[src/rtl/ov7642_y_capture.sv]
// Camera Y-byte capture: strips dummy bytes from a Y/dummy interleaved href stream and writes a
// WIDTH x HEIGHT luminance frame into a frame-buffer write port, flagging malformed geometry.
module ov7642_y_capture #(
  parameter int unsigned WIDTH  = 640,
  parameter int unsigned HEIGHT = 480,
  parameter int unsigned ADDR_W = 19,
  parameter int unsigned CNT_W  = 16
) (
  input  logic              pclk_i,
  input  logic              n_rst_i,
  input  logic              capture_en_i,
  input  logic              err_clr_i,
  input  logic              vsync_i,
  input  logic              href_i,
  input  logic [7:0]        data_i,
  output logic              wr_en_o,
  output logic [ADDR_W-1:0] wr_addr_o,
  output logic [7:0]        wr_data_o,
  output logic              frame_done_o,
  output logic [CNT_W-1:0]  frame_count_o,
  output logic              busy_o,
  output logic              line_err_o,
  output logic              frame_err_o
);

  localparam int unsigned ColW = $clog2(WIDTH + 2);
  localparam int unsigned RowW = $clog2(HEIGHT + 2);

  localparam logic [ColW-1:0] ColEnd = ColW'(WIDTH);
  localparam logic [ColW-1:0] ColSat = ColW'(WIDTH + 1);
  localparam logic [RowW-1:0] RowEnd = RowW'(HEIGHT);
  localparam logic [RowW-1:0] RowSat = RowW'(HEIGHT + 1);

  typedef enum logic [1:0] {StIdle, StSync, StActive} state_e;

  state_e state_q, state_d;

  logic              vs_q, vs_q2, hr_q, hr_q2;
  logic [7:0]        d_q;
  logic              phase_q, phase_d;
  logic [ColW-1:0]   col_q, col_d;
  logic [RowW-1:0]   row_q, row_d;
  logic [ADDR_W-1:0] base_q, base_d;
  logic              wr_en_q, wr_en_d;
  logic [ADDR_W-1:0] wr_addr_q, wr_addr_d;
  logic [7:0]        wr_data_q, wr_data_d;
  logic              frame_done_q, frame_done_d;
  logic [CNT_W-1:0]  frame_count_q, frame_count_d;
  logic              line_err_q, line_err_d;
  logic              frame_err_q, frame_err_d;
  logic              line_set, frame_set;

  logic vs_rise, hr_fall;
  assign vs_rise = vs_q & ~vs_q2;
  assign hr_fall = ~hr_q & hr_q2;

  always_comb begin
    state_d       = state_q;
    phase_d       = hr_q ? ~phase_q : 1'b0;
    col_d         = col_q;
    row_d         = row_q;
    base_d        = base_q;
    wr_en_d       = 1'b0;
    wr_addr_d     = wr_addr_q;
    wr_data_d     = wr_data_q;
    frame_done_d  = 1'b0;
    frame_count_d = frame_count_q;
    line_set      = 1'b0;
    frame_set     = 1'b0;

    unique case (state_q)
      StIdle: begin
        if (capture_en_i && vs_q) state_d = StSync;
      end
      StSync: begin
        if (!vs_q) begin
          state_d = StActive;
          row_d   = '0;
          col_d   = '0;
          base_d  = '0;
        end
      end
      StActive: begin
        if (vs_rise) begin
          frame_done_d  = 1'b1;
          frame_count_d = frame_count_q + CNT_W'(1);
          frame_set     = (row_q != RowEnd);
          state_d       = capture_en_i ? StSync : StIdle;
        end else if (hr_q && !phase_q) begin
          if (col_q < ColEnd && row_q < RowEnd) begin
            wr_en_d   = 1'b1;
            wr_data_d = d_q;
            wr_addr_d = base_q + ADDR_W'(col_q);
          end
          if (col_q != ColSat) col_d = col_q + ColW'(1);
        end else if (hr_fall) begin
          line_set = (col_q != ColEnd);
          if (row_q != RowSat) row_d = row_q + RowW'(1);
          // base only matters for in-frame rows, so stop advancing it past the last one
          if (row_q < RowEnd) base_d = base_q + ADDR_W'(WIDTH);
          col_d = '0;
        end
      end
      default: state_d = StIdle;
    endcase

    // A set in the same cycle as err_clr wins
    line_err_d  = (line_err_q & ~err_clr_i) | line_set;
    frame_err_d = (frame_err_q & ~err_clr_i) | frame_set;
  end

  always_ff @(posedge pclk_i or negedge n_rst_i) begin
    if (!n_rst_i) begin
      state_q       <= StIdle;
      vs_q          <= 1'b0;
      vs_q2         <= 1'b0;
      hr_q          <= 1'b0;
      hr_q2         <= 1'b0;
      d_q           <= '0;
      phase_q       <= 1'b0;
      col_q         <= '0;
      row_q         <= '0;
      base_q        <= '0;
      wr_en_q       <= 1'b0;
      wr_addr_q     <= '0;
      wr_data_q     <= '0;
      frame_done_q  <= 1'b0;
      frame_count_q <= '0;
      line_err_q    <= 1'b0;
      frame_err_q   <= 1'b0;
    end else begin
      state_q       <= state_d;
      vs_q          <= vsync_i;
      vs_q2         <= vs_q;
      hr_q          <= href_i;
      hr_q2         <= hr_q;
      d_q           <= data_i;
      phase_q       <= phase_d;
      col_q         <= col_d;
      row_q         <= row_d;
      base_q        <= base_d;
      wr_en_q       <= wr_en_d;
      wr_addr_q     <= wr_addr_d;
      wr_data_q     <= wr_data_d;
      frame_done_q  <= frame_done_d;
      frame_count_q <= frame_count_d;
      line_err_q    <= line_err_d;
      frame_err_q   <= frame_err_d;
    end
  end

  assign wr_en_o       = wr_en_q;
  assign wr_addr_o     = wr_addr_q;
  assign wr_data_o     = wr_data_q;
  assign frame_done_o  = frame_done_q;
  assign frame_count_o = frame_count_q;
  assign busy_o        = (state_q != StIdle);
  assign line_err_o    = line_err_q;
  assign frame_err_o   = frame_err_q;

endmodule
[config.mk]
export PLATFORM = sky130hd
export DESIGN_NAME = ov7642_y_capture
export DESIGN_NICKNAME = d
export VERILOG_FILES = /design/src/rtl/ov7642_y_capture.sv
export SDC_FILE = /design/constraint.sdc
export NUM_CORES = 1
export LEC_CHECK = 0
export CORE_UTILIZATION = 49
export CTS_BUF_LIST = sky130_fd_sc_hd__clkbuf_2 sky130_fd_sc_hd__clkbuf_4 sky130_fd_sc_hd__clkbuf_8
export CTS_CLUSTER_DIAMETER = 40
export CTS_CLUSTER_SIZE = 30
export DETAILED_ROUTE_END_ITERATION = 10
export PLACE_DENSITY = 0.73
export SYNTH_ARGS = -nofsm -noshare
export SYNTH_HDL_FRONTEND = slang
export SYNTH_SLANG_ARGS = --single-unit
export TNS_END_PERCENT = 100
[constraint.sdc]
create_clock -name pclk_i -period 2.44 [get_ports pclk_i]
set_input_delay 0.488 -clock pclk_i [delete_from_list [all_inputs] [get_ports pclk_i]]
set_output_delay 0.488 -clock pclk_i [all_outputs]
set_load 0.02 [all_outputs]
* Yosys cells after proc, flatten, opt, wreduce, memory -nomap -nowiden
Index checks and enable logic that the tools add are counted.
** Word-level totals
- Register bits after elaboration :: 100
- Bits of input ports :: 14
- Output and inout port bits :: 48
- Word-level logic and storage cells :: 100
** Cells by class
- Add/subtract/negate cells :: 5
- $lt $le $gt $ge :: 2
- Equality and inequality tests :: 16
- Muxes and demuxes :: 36
- Bitwise operators :: 11
- Reduce and logical (&&, ||, !) cells :: 13
** Operator list (count)
- 19-bit 2-to-1 mux :: 5
- 10-bit 2-to-1 mux :: 5
- 9-bit 2-to-1 mux :: 5
- 19-bit one-hot mux with 2 select lines :: 1
- 10-bit != test (second input constant) :: 2
- 10-bit one-hot mux with 2 select lines :: 1
- 19-bit by 10-bit adder with 19-bit output :: 1
- 19-bit by 10-bit adder with 19-bit output (second input constant) :: 1
- 9-bit != test (second input constant) :: 2
- 9-bit one-hot mux with 2 select lines :: 1
- 16-bit by 1-bit adder with 16-bit output (second input constant) :: 1
- 2-bit != test (second input constant) :: 8
- 1-bit 2-to-1 mux :: 14
- 6-bit AND reduction :: 2
- 10-bit by 1-bit adder with 10-bit output (second input constant) :: 1
- 10-bit < comparator (second input constant) :: 1
- 9-bit by 1-bit adder with 9-bit output (second input constant) :: 1
- 9-bit < comparator (second input constant) :: 1
- 2-bit 2-to-1 mux :: 3
- 3-bit != test (second input constant) :: 2
- 2-bit one-hot mux with 3 select lines :: 1
- 1-bit inverter :: 5
- 5-bit AND reduction :: 1
- 1-bit AND :: 4
- other kinds (10) :: 14

* Logic depth before layout (Yosys ltp)
Gate-level depths: netlist of the first run.
- Word-level depth :: 7
- Gate-level depth with buffers :: 8
- Depth with buffers taken out :: 7

* Least setup slack after synthesis of the first run
No wires, ideal clock.
- Path kind :: reg-to-reg
- From :: register state_q[0]
- To :: register wr_addr_q[1] (netlist: wr_addr_o[1])
- Setup time :: 0.128 ns
- Data arrival time :: 1.760 ns
- Required time :: 2.312 ns
- Path slack :: 0.552 ns
- Cell stages (with the launch flop) :: 6
- Buffers on the path :: 1
- Period minus slack after synthesis :: 1.888 ns
- Path through :: dfrtp_1 > or4bb_1 > nor2_1 > nand3_2 > buf_4 > mux2_1
** Between the ends
- Longest elaborated chain between the ends :: 2
** RTL lines
- from (decl) :: line 36 : state_e state_q, state_d;
- from (signal assigned) :: line 114 : state_q <= StIdle;
- from (signal assigned) :: line 132 : state_q <= state_d;
- 2-bit equality test :: line 71 : unique case (state_q)
- 4-bit AND reduction (no line)
- to (signal assigned) :: line 143 : wr_addr_q <= wr_addr_d;
- to (decl) :: line 45 : logic [ADDR_W-1:0] wr_addr_q, wr_addr_d;
Every way passes these cells.
A chain may end at the register's enable or synchronous reset.

* Worst setup path after layout of the first run
- From :: register state_q[1]
- To :: output port busy_o
** Between the ends
- Longest elaborated chain between the ends :: 1
** RTL lines
- 2-bit nonzero test :: line 157 : assign busy_o = (state_q != StIdle);
- to (decl) :: line 21 : output logic busy_o,
Every way passes these cells.

==> impl_metrics.csv, run 1 <==
group,metric,value,unit
status,status,"finished, final reports clean",
critical_path,cp_num_buf_inv,1,
place,pre_cts_ws,0.208,ns
power_and_ir_drop,p_leak,2.28,nW
layout,nFillCells,687,
sta,skew,0.0120,ns
layout,diodes,0,
layout,area_delta_synth_final,21.6,%
synthesis,synthCells,414,
synthesis,synth_ff_type,"dfrtp_1",
grt,grt_pass1_vias,3084,
power_and_ir_drop,pwr_density_cell,799,nW/um^2
sta,period_minus_slack,2.19,ns
floorplanning,io_pins,62,
synthesis,synth_area,4330,um^2
synthesis,synth_seq_area_share,53.7,%
critical_path,cp_max_fo,9,
routing,drt_iter0_markers,133,
synthesis,synth_top_area_share,53.7,%
clock_network,clock_path_buffers,2,
routing,wire_per_inst,14.4,um
sta,setup_viol_count_final,0,
synthesis,ys_warn_count,0,
grt,grt_use_total,20.5,%
grt,grt_max_degree,52,
synthesis,yosys.area.top_type,"dfrtp_1",
routing,drc,0,
sta,max_clock_freq,457,MHz
clock_network,cts_setup_buffers,0,
floorplanning,rows,33,
sta,min_period_over_period,89.6,%
critical_path,r2r_start,"state_q[1]$_DFFE_PN0P_",
synthesis,ys_top_cells_by_area,"dfrtp_1 (54%), xor2_1 (4.0%), nand2_1 (3.9%)",
synthesis,syn-mean-instance-area,10.5,um^2
place,dp.final_hpwl,5870,um
synthesis,synthesis.nets,440,
sta,slew_violations,0,
power_and_ir_drop,ir_worst_vdd,0.503,mV
synthesis,async_flop_share,100,%
synthesis,synth-seq-cells,93,
clock_network,path_clk_slew,0.10,ns
floorplanning,start_util,51.7,%
critical_path,crit_slowest_cell,"clkdlybuf4s50_1",
sta,tns,0,ns
layout,drive_gt1_share,7.74,%
layout,multi_input_area,1890,um^2
clock_network,cts_buffers,9,
critical_path,crit_chain,"or2_2 -> clkdlybuf4s50_1",
routing,routed_wl,8410,um
grt,antenna_found_initial,0,
floorplanning,core-area,8380,um^2
layout,nets,499,
routing,vias_per_cell,5.42,
grt,grt_pass1_wl,14400,um
layout,regArea,2330,um^2
floorplanning,die_area,9220,um^2
clock_network,clockRootBuffer,"clkbuf_8",
clock_network,cts_tree,"yes",
routing,firstDrtPassIters,4,
floorplanning,die_w,96.0,um
critical_path,startpoint_type,"register",
sta,layout_setup_ws,0.254,ns
place,io_buffer_count,61,
clock_network,clk-insertion-delay-late,0.37,ns
critical_path,slowest_delay,0.54,ns
critical_path,path_class,"register to output pin",
sta,relSlewSlack,63.2,%
place,gp_congestion,0.814,
worst_hold_path,hp-class,"primary input to async pin",
critical_path,r2r_cells,5,
synthesis,synth_common_cells,"dfrtp_1 (93), nand2_1 (45), nor2_1 (31), o21ai_1 (29), xor2_1 (20)",
routing,ant_nets,0,
critical_path,path_delay_family,"buffers and inverters",
synthesis,synth.most_common_cell,"dfrtp_1",
synthesis,synth-edff-count,0,
flow_run,maxCapViolations,0,
critical_path,regToRegEndpoint,"row_q[6]$_DFFE_PN0P_",
sta,rsz0062_at_grt,"no",
critical_path,worstPathArrival,1.70,ns
grt,gr-total-overflow,0,
critical_path,worstPathRequired,1.95,ns
critical_path,rrSetupSlack,0.27,ns
clock_network,clock_sinks,93,
clock_network,cts-htree-levels,3,
sta,hold_viol_final,0,
sta,worst_slew_pin_slew,0.552,ns
critical_path,cp-end-kind,"output pin",
routing,vias,3161,
synthesis,synth_cell_types,51,
floorplanning,fp.dieH,96.0,um
[layer usage]
layer / GRT usage, % / wire [um]
met1: 27.3 / 4070
met2: 33.0 / 3980
met3: 4.98 / 267
met4: 6.84 / 89
met5: 0 / 0
[metrics by stage]
step / cell area, um^2 / util [%] / hold slack (ns) / power [mW] / instances
floorplan: 4330 / - / 0.192 / 2.60 / 414
global placement: 5040 / 60.1 / 0.429 / 3.11 / 567
detailed placement: 5040 / 60.1 / 0.449 / 3.14 / 567
CTS: 5250 / 62.6 / 0.0959 / 4.24 / 583
global route: 5260 / 62.8 / 0.123 / 4.43 / 583
finish: 5260 / 62.8 / 0.0951 / 4.21 / 583
[worst reg2reg max path, delay by kind of cell, from the launching register on]
| kind | cells | cell delay, ns |
|---|---|---|
| compound gates | 3 | 0.91 |
| flops | 1 | 0.47 |
| simple gates | 2 | 0.71 |
[cell usage in the layout, fill, tap and decap left out, types with 10 or more instances in the layout]
| master | n |
|---|---|
| a21oi_1 | 11 |
| clkdlybuf4s50_1 | 60 |
| dfrtp_1 | 93 |
| ha_1 | 12 |
| inv_1 | 11 |
| nand2_1 | 45 |
| nand3_1 | 15 |
| nand4_1 | 15 |
| nor2_1 | 31 |
| o21ai_0 | 10 |
| o21ai_1 | 29 |
| xnor2_1 | 19 |
| xor2_1 | 20 |
[state kept, by name (all words and copies together), names as in the netlist, 2 cells and up]
signal	flops
base_q	12
col_q	10
d_q	8
row_q	9
state_q	2
wr_data_o	8
wr_addr_o	19
frame_count_o	16
[area by class of cell]
type | count | share of cell area, %
clock buffer | 9 | 2.35
clock inverter | 7 | 1.64
inverter | 11 | 0.784
multi-input combinational | 291 | 35.9
sequential | 93 | 44.2
tap | 105 | 2.50
timing repair buffer | 67 | 12.6
[cells by family after synthesis]
kind of cell	share of synthesized area, %
AND/OR/NAND/NOR	18.8
flip-flops	53.7
AO/OA/AOI/OAI	9.22
XOR/XNOR	7.89
buffers and inverters	2.98
multiplexers	3.87
adder cells (fa/ha/maj)	3.47
other	0.0866
[what timing repair did]
item,4_1_cts,5_1_grt
endpoints found under the setup margin,0,6
gates resized for setup,0,2
hold buffers,0,0
[power breakdown]
group,internal (mW),switching (mW),total (mW)
clock network,0.499,0.598,1.10
registers,1.78,0.197,1.98
logic,0.555,0.579,1.13
total,2.83,1.37,4.21
[how the worst max path moves through the flow]
stage	to	start	slack (ns)	depth (start not counted)
CTS	wr_addr_o[2]$_DFFE_PN0P_	state_q[0]$_DFFE_PN0P_	0.17	6
global placement	wr_addr_o[18]$_DFFE_PN0P_	state_q[0]$_DFFE_PN0P_	0.25	6
detailed placement	wr_addr_o[10]$_DFFE_PN0P_	state_q[0]$_DFFE_PN0P_	0.21	6
global route	row_q[6]$_DFFE_PN0P_	state_q[1]$_DFFE_PN0P_	0.03	5
finish	busy_o	state_q[1]$_DFFE_PN0P_	0.25	2
floorplan	wr_addr_o[1]$_DFFE_PN0P_	state_q[0]$_DFFE_PN0P_	0.55	5
(Power assumes the default switching activity.)
==> run 2: changes to the inputs <==
CORE_MARGIN = 4   (was default)
CORE_UTILIZATION = 45   (was 49)
PLACE_DENSITY = 0.68   (was 0.73)
SETUP_SLACK_MARGIN = 0.1   (was default)
==> run 2 against run 1 <==
Global-route usage is 4.6 points lower. Final area is 0.83% higher. First-iteration DRC count is 11% higher. Count of clock-buffer cells in the layout is 1 higher. Sequential cell count stayed put. Die area is 22% higher. Setup slack better by 0.0073 ns. Sequential share of layout area is 0.36 points lower. Wire length is 0.56% lower. Maximum frequency is 0.33% higher. Critical path type unchanged. Critical endpoint unchanged. Highest routed layer unchanged.
==> impl_metrics.csv, run 2 (same netlist as run 1, synthesis figures left out) <==
group,metric,value,unit
status,status,"finished, final reports clean",
clock_network,cts-htree-levels,3,
grt,grt_use_total,16.0,%
grt,grt_max_degree,57,
floorplanning,start_util,46.6,%
place,postPlaceCellArea,5080,um^2
critical_path,cp_max_fo,9,
clock_network,clock_path_buffers,2,
worst_hold_path,hp-class,"register to register",
routing,vias,3178,
place,dp.final_hpwl,6060,um
clock_network,path_clk_slew,0.09,ns
critical_path,r2r_start,"state_q[0]$_DFFE_PN0P_",
layout,final_area,5310,um^2
critical_path,path_class,"register to output pin",
place,io_buffer_count,61,
power_and_ir_drop,pwr_density_cell,784,nW/um^2
place,gp_congestion,0.863,
layout,nets,502,
layout,final_common_cell,"dfrtp_1",
routing,vias_per_cell,5.21,
clock_network,cts_tree,"yes",
critical_path,startpoint_type,"register",
critical_path,cp-end-kind,"output pin",
routing,wire_per_inst,13.7,um
grt,grt_pass1_vias,3166,
routing,routed_wl,8360,um
sta,rsz0062_at_grt,"no",
critical_path,path_delay_family,"buffers and inverters",
critical_path,slowest_delay,0.55,ns
sta,tns,0,ns
critical_path,r2r_cells,5,
clock_network,cts_buffers,9,
sta,slew_violations,0,
worst_hold_path,hold_depth,0,
floorplanning,die_area,11300,um^2
floorplanning,io_pins,62,
critical_path,cp_num_buf_inv,1,
critical_path,worstPathRequired,1.95,ns
sta,min_period_over_period,89.3,%
critical_path,regToRegEndpoint,"col_q[8]$_DFFE_PN0P_",
clock_network,clockRootBuffer,"clkbuf_8",
grt,gr-total-overflow,0,
layout,largest_reg_flops,19,
layout,area_delta_synth_final,22.6,%
critical_path,startpoint,"state_q[1]$_DFFE_PN0P_",
power_and_ir_drop,power,4.16,mW
layout,drive_gt1_share,7.90,%
critical_path,rrSetupSlack,0.34,ns
grt,grt_pass1_wl,14700,um
flow_run,maxCapViolations,0,
critical_path,crit_slowest_cell,"clkdlybuf4s50_1",
critical_path,worstPathArrival,1.69,ns
sta,skew,0.00885,ns
floorplanning,rows,35,
routing,drt_iter0_markers,148,
critical_path,crit_chain,"or2_2 -> clkdlybuf4s50_1",
sta,relSlewSlack,51.4,%
power_and_ir_drop,p_leak,2.29,nW
power_and_ir_drop,ir_worst_vdd,0.344,mV
sta,worst_slew_pin_slew,0.726,ns
routing,ant_nets,0,
sta,setup_viol_count_final,0,
clock_network,clock_sinks,93,
sta,max_clock_freq,459,MHz
routing,firstDrtPassIters,6,
sta,hold_viol_final,0,
floorplanning,core-area,9280,um^2
layout,final_cell_mix,"dfrtp_1 (93), clkdlybuf4s50_1 (60), nand2_1 (45)",
worst_hold_path,holdPathEnd,"hr_q2$_DFF_PN0_",
grt,antenna_found_initial,0,
layout,diodes,0,
sta,period_minus_slack,2.18,ns
clock_network,cts_setup_buffers,0,
routing,drc,0,
clock_network,clk-insertion-delay-late,0.35,ns
floorplanning,fp.dieH,106,um
floorplanning,die_w,106,um
worst_hold_path,min_from,"hr_q$_DFF_PN0_",
## run 2: through the flow
| step | instances | hold slack [ns] | setup slack [ns] | util (%) |
|---|---|---|---|---|
| 2_1_floorplan | 414 | 0.192 | 0.552 | - |
| 3_3_place_gp | 593 | 0.369 | 0.324 | 54.8 |
| 3_5_place_dp | 593 | 0.370 | 0.246 | 54.8 |
| 4_1_cts | 610 | 0.452 | 0.214 | 57.1 |
| 5_1_grt | 610 | 0.481 | 0.148 | 57.2 |
| 6_report | 610 | 0.450 | 0.261 | 57.2 |
## run 2: what timing repair did
action,in CTS,in global routing
endpoints found under the hold margin,14,0
gates resized for setup,0,1
hold buffers,1,0
endpoints found under the setup margin,0,9
## run 2: how the worst max path moves through the flow
stage                                            to  slack (ns)  cells past startpoint
after floorplan            wr_addr_o[1]$_DFFE_PN0P_        0.55                      5
after global placement    wr_addr_o[18]$_DFFE_PN0P_        0.32                      6
after detailed placement  wr_addr_o[17]$_DFFE_PN0P_        0.25                      6
after CTS                 wr_addr_o[15]$_DFFE_PN0P_        0.21                      6
after global routing           row_q[7]$_DFFE_PN0P_        0.15                      5
final                                        busy_o        0.26                      2
## run 2: layer usage
layer	routed length, um	GRT usage (%)
met5	0	0
met1	3910	21.8
met4	78	4.16
met2	3980	25.8
met3	398	3.64
## run 2: area by class of cell
type	count	area, um^2
Clock buffer	10	138
Sequential cell	93	2330
Inverter	11	41.3
Fill cell	838	3980
Timing Repair Buffer	70	691
Clock inverter	6	67.6
Tap cell	129	161
Multi-Input combinational cell	291	1880
## run 2: power by group
group / switching, mW / internal (mW)
combinational: 0.578 / 0.557
clock: 0.544 / 0.507
sequential: 0.196 / 1.78
==> run 3: changes to the inputs <==
CORE_UTILIZATION = 56   (was 45)
PLACE_DENSITY = 0.82   (was 0.68)
SETUP_SLACK_MARGIN = default   (was 0.1)
==> run 3 against run 2 <==
Non-clock buffer count is 1 lower. Critical path depth stayed put. Sequential power hardly changed. First-iteration DRC count is 6.8% lower. Combinational power hardly changed. Register-to-register slack better by 0.02 ns. Count of clock-buffer cells in the layout is 2 higher. Sequential share of layout area is 0.34 points higher. Core utilization is 14 points higher. Via count is 0.28% higher. Setup slack worse by 0.012 ns. Largest cell class unchanged. Highest routed layer unchanged.
==> impl_metrics.csv, run 3 (same netlist as run 1, synthesis figures left out) <==
group,metric,value,unit
flow_run,maxCapViolations,0,
critical_path,cp-end-kind,"output pin",
sta,rsz0062_at_grt,"no",
floorplanning,die_area,9200,um^2
layout,drive_gt1_share,7.92,%
clock_network,ctsHoldBuffers,0,
floorplanning,die_w,95.9,um
grt,grt_pass1_wl,14600,um
worst_hold_path,hp-class,"primary input to async pin",
critical_path,cp_max_fo,9,
routing,wire_per_inst,14.6,um
grt,grt_pass1_vias,3092,
grt,antenna_found_initial,0,
grt,grt_use_total,20.5,%
clock_network,cts_tree,"yes",
clock_network,cts_setup_buffers,0,
status,status,"finished, final reports clean",
power_and_ir_drop,pwr_density_cell,800,nW/um^2
layout,final_common_cell,"dfrtp_1",
sta,hold_viol_final,0,
floorplanning,io_pins,62,
place,gp_congestion,0.863,
grt,grt_max_degree,52,
layout,final_cells,579,
floorplanning,fp.dieH,95.9,um
clock_network,clk-insertion-delay-late,0.36,ns
power_and_ir_drop,combPwrFrac,27.0,%
clock_network,clock_path_buffers,2,
routing,vias,3187,
routing,routed_wl,8440,um
layout,area_delta_synth_final,21.6,%
sta,slew_violations,0,
grt,gr-total-overflow,0,
sta,skew,0.0110,ns
power_and_ir_drop,p_leak,2.29,nW
sta,hold_ws,0.0995,ns
sta,setup_viol_count_final,0,
sta,worst_slew_pin_slew,0.581,ns
place,io_buffer_count,61,
sta,max_clock_freq,457,MHz
layout,nFillCells,541,
clock_network,cts-htree-levels,3,
power_and_ir_drop,intPower,2.90,mW
sta,min_period_over_period,89.8,%
clock_network,clock_sinks,93,
floorplanning,core-area,7370,um^2
routing,vias_per_cell,5.50,
clock_network,cts_resized,0,
power_and_ir_drop,seq_power_share,47.0,%
power_and_ir_drop,power.share.clock,26.0,%
clock_network,path_clk_slew,0.09,ns
sta,tns,0,ns
routing,ant_nets,0,
sta,period_minus_slack,2.19,ns
layout,final_cell_mix,"dfrtp_1 (93), clkdlybuf4s50_1 (60), nand2_1 (45)",
floorplanning,start_util,58.8,%
sta,relSlewSlack,60.9,%
critical_path,worstPathArrival,1.70,ns
clock_network,cts_buffers,9,
clock_network,clockRootBuffer,"clkbuf_8",
power_and_ir_drop,switchingPower,1.31,mW
layout,diodes,0,
place,place_inst,563,
power_and_ir_drop,ir_worst_vdd,0.603,mV
critical_path,r2r_cells,5,
place,dp.final_hpwl,5970,um
power_and_ir_drop,p_sw_share,31.2,%
sta,layout_setup_ws,0.250,ns
layout,nets,501,
place,pre_cts_ws,0.391,ns
critical_path,path_class,"register to output pin",
routing,drc,0,
floorplanning,rows,31,
routing,firstDrtPassIters,4,
routing,drt_iter0_markers,138,
critical_path,worstPathRequired,1.95,ns
critical_path,startpoint_type,"register",
layout,largest_reg_flops,19,
-- run 3: cell count changes in the layout (fill, tap and decap cells not counted), sizes merged --
cell and delta:
dlygate4sd3 -1, clkinv -1, inv -1, clkbuf +2
-- run 3: layer usage --
metal  track usage, %  vias up  routed length (um)
li1                 -     1560                   -
met1             27.0     1531                3720
met2             33.1       82                4080
met3             5.00       14                 496
met4             7.35        0                 136
met5                0        -                   0
-- run 3: cell type report --
| class | count | area, um^2 | area share, % |
|---|---|---|---|
| flip-flops and latches | 93 | 2330 | 44.2 |
| multi-input cells | 291 | 1870 | 35.6 |
| repair buffers | 69 | 681 | 12.9 |
| clock buffers | 12 | 165 | 3.14 |
| well taps | 99 | 124 | 2.35 |
| clock inverters | 4 | 53.8 | 1.02 |
| inverters | 11 | 41.3 | 0.784 |
-- run 3: power by group through the flow --
stage,Combinational [mW],Sequential [mW],Clock [mW]
floorplan,0.417,2.18,0
global placement,1.12,2.00,0
detailed placement,1.15,2.01,0
CTS,1.15,1.98,1.11
global route,1.23,2.02,1.19
finish,1.14,1.98,1.09
-- run 3: worst paths after layout --
path	slack, ns	endpoint	from
worst max register to register	0.36	wr_data_o[6]$_DFFE_PN0P_	state_q[0]$_DFFE_PN0P_
worst min register to register	0.44	hr_q2$_DFF_PN0_	hr_q$_DFF_PN0_
max in group asynchronous	1.70	wr_addr_o[6]$_DFFE_PN0P_	n_rst_i
worst min-delay path	0.1	d_q[4]$_DFF_PN0_	n_rst_i
worst max-delay path	0.25	busy_o	state_q[1]$_DFFE_PN0P_
min in group pclk_i	0.44	hr_q2$_DFF_PN0_	hr_q$_DFF_PN0_
-- run 3: critical path, cell delays in order (launching register included) --
cell             delay [ns]
dfrtp_1                0.46
or2_2                  0.35
clkdlybuf4s50_1        0.55
-- run 3: per-stage QoR --
step / area [um^2] / power (mW) / util, %
finish: 5270 / 4.21 / 71.5
global route: 5270 / 4.44 / 71.5
CTS: 5270 / 4.24 / 71.5
detailed placement: 5050 / 3.16 / 68.5
global placement: 5050 / 3.13 / 68.5
floorplan: 4330 / 2.60 / -
